`src/rtl/fifo_rd_packer.sv`:
```
// ---------------------------------------------------------------------------
// fifo_rd_packer
//
// Read-side consumer of the async FIFO, living entirely in the FIFO read
// clock domain. Bytes are popped from the show-ahead FIFO read port and
// packed little-endian, PACK at a time, into one wide word. Each word is
// presented on a valid/ready stream. An optional idle timeout flushes a
// partially filled word.
//
// Build option:
//   FIFO_RD_PACKER_TIMEOUT_EN  - when defined, the idle timeout counter and
//                                partial-word flush are built in. When it is
//                                undefined, partial words wait for more
//                                bytes, and m_keep is all ones on every word.
//
// Parameters:
//   DATA_WIDTH - FIFO data width (byte lane width)
//   PACK       - lanes per output word, 2..8
//   TIMEOUT    - idle cycles before a partial word is flushed, 1..255
//
// Ports:
//   rclk    in   read clock, rising edge
//   rrst    in   asynchronous active-high reset
//   rdata   in   FIFO read data, valid whenever rempty is low
//   rempty  in   FIFO empty flag
//   rinc    out  FIFO pop strobe (combinational)
//   m_data  out  packed word (registered)
//   m_keep  out  lane-valid mask (registered)
//   m_valid out  output word valid (registered)
//   m_ready in   downstream accept
// ---------------------------------------------------------------------------
module fifo_rd_packer #(
    parameter int DATA_WIDTH = 8,
    parameter int PACK       = 4,
    parameter int TIMEOUT    = 16
) (
    input  logic                         rclk,
    input  logic                         rrst,
    input  logic [DATA_WIDTH-1:0]        rdata,
    input  logic                         rempty,
    output logic                         rinc,
    output logic [DATA_WIDTH*PACK-1:0]   m_data,
    output logic [PACK-1:0]              m_keep,
    output logic                         m_valid,
    input  logic                         m_ready
);

    localparam int                IDX_W    = $clog2(PACK);
    localparam int                ACC_W    = DATA_WIDTH * (PACK - 1);
    localparam logic [IDX_W-1:0]  LAST_IDX = IDX_W'(PACK - 1);

    // Stop elaboration on an out-of-range configuration.
    if (PACK < 2 || PACK > 8 || TIMEOUT < 1 || TIMEOUT > 255) begin : g_bad_cfg
        $error("fifo_rd_packer: PACK must be 2..8 and TIMEOUT 1..255");
    end

    logic [ACC_W-1:0]            acc_q,   acc_d;
    logic [IDX_W-1:0]            idx_q,   idx_d;
    logic [DATA_WIDTH*PACK-1:0]  data_q,  data_d;
    logic [PACK-1:0]             keep_q,  keep_d;
    logic                        valid_q, valid_d;

    logic                        at_last;
    logic                        out_free;
    logic                        pop;
    logic                        flush;
    logic [DATA_WIDTH*PACK-1:0]  flush_data;
    logic [PACK-1:0]             flush_keep;

    // The last lane completes a word, so it may only be popped when the
    // output register is free or is being emptied this cycle.
    assign at_last  = (idx_q == LAST_IDX);
    assign out_free = !valid_q || m_ready;
    assign pop      = !rempty && (!at_last || out_free);
    assign rinc     = pop;

`ifdef FIFO_RD_PACKER_TIMEOUT_EN
    localparam logic [7:0] TIMEOUT_CNT = 8'(TIMEOUT);

    logic [7:0] tcnt_q, tcnt_d;

    // A pop always wins over a flush. The pop clears tcnt, so the flush
    // condition would no longer hold on the following cycle anyway.
    assign flush = !pop && (idx_q != '0) && (tcnt_q == TIMEOUT_CNT) && out_free;

    // Idle counter: it runs only while a partial word is waiting and
    // nothing is being popped. It restarts on any pop, whenever the
    // accumulator is empty, and when the partial word is flushed.
    always_comb begin
        tcnt_d = tcnt_q;
        if (pop || (idx_q == '0) || flush) begin
            tcnt_d = '0;
        end else if (tcnt_q != 8'hFF) begin
            tcnt_d = tcnt_q + 8'd1;
        end
    end

    // Build the partial word. Accumulator lanes at or above idx may hold
    // stale bytes from an earlier word, so they are forced to zero.
    always_comb begin
        flush_data = '0;
        flush_keep = '0;
        for (int i = 0; i < PACK - 1; i++) begin
            if (IDX_W'(i) < idx_q) begin
                flush_data[i*DATA_WIDTH +: DATA_WIDTH] = acc_q[i*DATA_WIDTH +: DATA_WIDTH];
                flush_keep[i] = 1'b1;
            end
        end
    end

    // Timeout counter register.
    always_ff @(posedge rclk or posedge rrst) begin
        if (rrst) begin
            tcnt_q <= '0;
        end else begin
            tcnt_q <= tcnt_d;
        end
    end
`else
    assign flush      = 1'b0;
    assign flush_data = '0;
    assign flush_keep = '0;
`endif

    // Accumulator and output-register next state. A handshake frees the
    // register, and a load in the same cycle overwrites it with no bubble.
    // m_data and m_keep are only rewritten on a load or flush, so a word
    // that is not yet accepted stays stable.
    always_comb begin
        acc_d   = acc_q;
        idx_d   = idx_q;
        data_d  = data_q;
        keep_d  = keep_q;
        valid_d = valid_q;

        if (valid_q && m_ready) begin
            valid_d = 1'b0;
        end

        if (pop) begin
            if (at_last) begin
                data_d  = {rdata, acc_q};
                keep_d  = '1;
                valid_d = 1'b1;
                idx_d   = '0;
            end else begin
                for (int i = 0; i < PACK - 1; i++) begin
                    if (idx_q == IDX_W'(i)) begin
                        acc_d[i*DATA_WIDTH +: DATA_WIDTH] = rdata;
                    end
                end
                idx_d = idx_q + IDX_W'(1);
            end
        end else if (flush) begin
            data_d  = flush_data;
            keep_d  = flush_keep;
            valid_d = 1'b1;
            idx_d   = '0;
        end
    end

    // State registers. Reset throws away both the partial bytes and any
    // word that has not been accepted.
    always_ff @(posedge rclk or posedge rrst) begin
        if (rrst) begin
            acc_q   <= '0;
            idx_q   <= '0;
            data_q  <= '0;
            keep_q  <= '0;
            valid_q <= 1'b0;
        end else begin
            acc_q   <= acc_d;
            idx_q   <= idx_d;
            data_q  <= data_d;
            keep_q  <= keep_d;
            valid_q <= valid_d;
        end
    end

    assign m_data  = data_q;
    assign m_keep  = keep_q;
    assign m_valid = valid_q;

endmodule

```
`config.mk`:
```
export PLATFORM = sky130hd
export DESIGN_NAME = fifo_rd_packer
export DESIGN_NICKNAME = d
export VERILOG_FILES = /design/src/rtl/fifo_rd_packer.sv
export SDC_FILE = /design/constraint.sdc
export NUM_CORES = 1
export LEC_CHECK = 0
export CORE_UTILIZATION = 51
export DETAILED_ROUTE_END_ITERATION = 8
export PLACE_DENSITY = 0.76
export SLEW_MARGIN = 5
export SYNTH_ARGS = -nofsm -noshare
export SYNTH_HDL_FRONTEND = slang
export SYNTH_SLANG_ARGS = --single-unit
```
`constraint.sdc`:
```
create_clock -name rclk -period 2.3 [get_ports rclk]
set_input_delay 0.46 -clock rclk [delete_from_list [all_inputs] [get_ports rclk]]
set_output_delay 0.46 -clock rclk [all_outputs]
set_load 0.02 [all_outputs]
```
==> flow_metrics.tcl <==
set metrics [dict create \
    grt_pass1_vias 1328 \
    fp.dieW_um 71.9 \
    nFillCells 315 \
    die_area_um2 5170 \
    start_util 0.527 \
    antenna_found_initial 0 \
    final_common_cell "dfrtp_1" \
    synthXorXnorAreaFrac 0 \
    avgSynthCellArea_um2 17.2 \
    io_pins 50 \
    netlist_instances 145 \
    drc 0 \
    critical_path_arrival_ns 1.56 \
    synth-compound-area-share 0.00402 \
    fin_skew_ns 0.00387 \
    firstDrtPassIters 4 \
    synth-seq-cells 60 \
    drv_cap 0 \
    critPathRequiredTime_ns 1.84 \
    netlist_area_um2 2490 \
    htree_levels 3 \
    synth_top_family_by_area "multiplexers" \
    nets 215 \
    hold_viol_final 0 \
    synthSimpleGateAreaFrac 0.0387 \
    postCtsSetupRepairBufs 0 \
    gp_congestion 0.744 \
    final_cell_mix "dfrtp_1, clkdlybuf4s50_1, mux2_2" \
    cts.repair.resized 1 \
    portBuffers 49 \
    cts_buffer_depth 2 \
    seq_area_frac_synth 0.603 \
    ys_warn_count 0 \
    die_h_um 71.9 \
    clk_pin_slew_ns 0.06 \
    run_status "completed" \
    power.leakage_nw 1.43 \
    syn_to_final_growth_pct 29.7 \
    cts_sinks 60 \
    hpwl_mm 2.64 \
    synth_fp_nets 161 \
    grt-ovfl-total 0 \
    ff2ff_setup_slack_ns 0.61 \
    startpoint_type "primary input" \
    vias 1303 \
    cts_tree "built" \
    numCtsBuffers 9 \
    slew_viol_final 0 \
    wl_per_cell_um 14.8 \
    synth_mux_area_frac 0.294 \
    drt-vias-per-instance 4.84 \
    critical_path.endpoint_type "output pin" \
    layout-drive-gt1-share 0.401 \
    clockRootBuffer "clkbuf_8" \
    coreArea_um2 4720 \
    critical_path_class "primary input to output pin" \
    power_density_nw_per_um2 1520 \
    crit_fanout 3 \
    synth-adder-area-share 0.0201 \
    design_power_total_w 0.00493 \
    tightest_slew_ns 0.315 \
    rows 25 \
    setup-violations-final 0 \
    grt_use_total 0.179 \
    setup_tns_ns 0 \
    yosysUniqueCellTypes 18 \
    ir_drop_uv 655 \
    diodes 0 \
    drt-total-wl_mm 3.97 \
    worst_hold_path_type "flip-flop to flip-flop" \
    min_period_ns 2.02 \
    ctsHoldBuffers 0 \
    rsz0062_at_grt "false" \
    max_freq_mhz 494 \
    worstSkewPairLatency_ns 0.32 \
    initialDrtViolationCount 63 \
    grt_max_degree 61 \
    finalCritPeriodShare 0.880 \
    ant_nets 0 \
    grt_pass1_wl_mm 6.72 \
    slew_headroom 0.790 \
]
## logic make-up (layout without fill, tap and decap cells)
group | Yosys count | in the layout
AND/OR/NAND/NOR | 10 | 10
adder cells (fa/ha/maj) | 4 | 4
multiplexers | 57 | 57
buffers and inverters | 12 | 69
flip-flops | 60 | 60
AO/OA/AOI/OAI | 2 | 2
## layout make-up
class	count	area, µm²	share of cell area
Clock inverter	1	30.0	0.00930
Tap cell	67	83.8	0.0259
Sequential cell	60	1500	0.465
Inverter	3	11.3	0.00349
Timing Repair Buffer	52	537	0.166
Multi-Input combinational cell	73	888	0.275
Clock buffer	13	179	0.0554
## final timing paths
kind	cells past startpoint	to	startpoint
worst max-delay path	4	rinc	m_ready
worst min-delay path	1	m_data[25]	m_data[25]
worst max register to register	5	m_data[26]	idx_q[1]
worst min register to register	1	m_data[25]	m_data[25]
max in group asynchronous	3	m_data[30]	rrst
min in group asynchronous	3	m_keep[0]	rrst
## registers in the layout (all words and copies together), names as in the netlist
register / flops
m_keep: 1
m_valid: 1
m_data: 32
acc_q: 24
idx_q: 2
## metrics by stage
stage / setup WS (ns) / cells / instance area, µm² / utilization / hold WS (ns)
floorplan: 0.355 / 145 / 2490 / - / 0.476
global placement: 0.00800 / 255 / 3020 / 0.640 / 0.468
detailed placement: -0.0109 / 255 / 3020 / 0.640 / 0.475
CTS: 0.259 / 269 / 3230 / 0.684 / 0.489
global route: 0.209 / 269 / 3230 / 0.684 / 0.514
finish: 0.276 / 269 / 3230 / 0.684 / 0.481
## synthesized netlist by cell type (all sizes together)
library cell | instances | share of area
nor2b | 1 | 0.0055
buf | 9 | 0.036
ha | 4 | 0.020
or2 | 1 | 0.0025
inv | 3 | 0.0045
nor2 | 2 | 0.011
and2 | 3 | 0.011
nand2 | 1 | 0.0015
o21ai | 1 | 0.0020
nand2b | 2 | 0.0080
a21oi | 1 | 0.0020
mux2 | 57 | 0.29
dfrtp | 60 | 0.60
## where the power goes
group	leakage [nW]	internal, W	switching (W)
Combinational	0.603	0.00123	0.000852
Sequential	0.716	0.00159	0.000279
Clock	0.108	0.000607	0.000363
Total	1.43	0.00343	0.00149
## routing by layer
metal / vias to the layer above / wire length (µm) / track usage
met5: - / 0 / 0
met4: 0 / 36 / 0.0850
met3: 5 / 163 / 0.0667
met2: 37 / 1940 / 0.261
met1: 660 / 1830 / 0.240
li1: 601 / - / -
## critical path, cell delays in order
cell,delay [ns]
clkdlybuf4s50_1,0.51
nor2b_4,0.07
a21oi_1,0.17
dlygate4sd2_1,0.35
(Power assumes the default switching activity.)
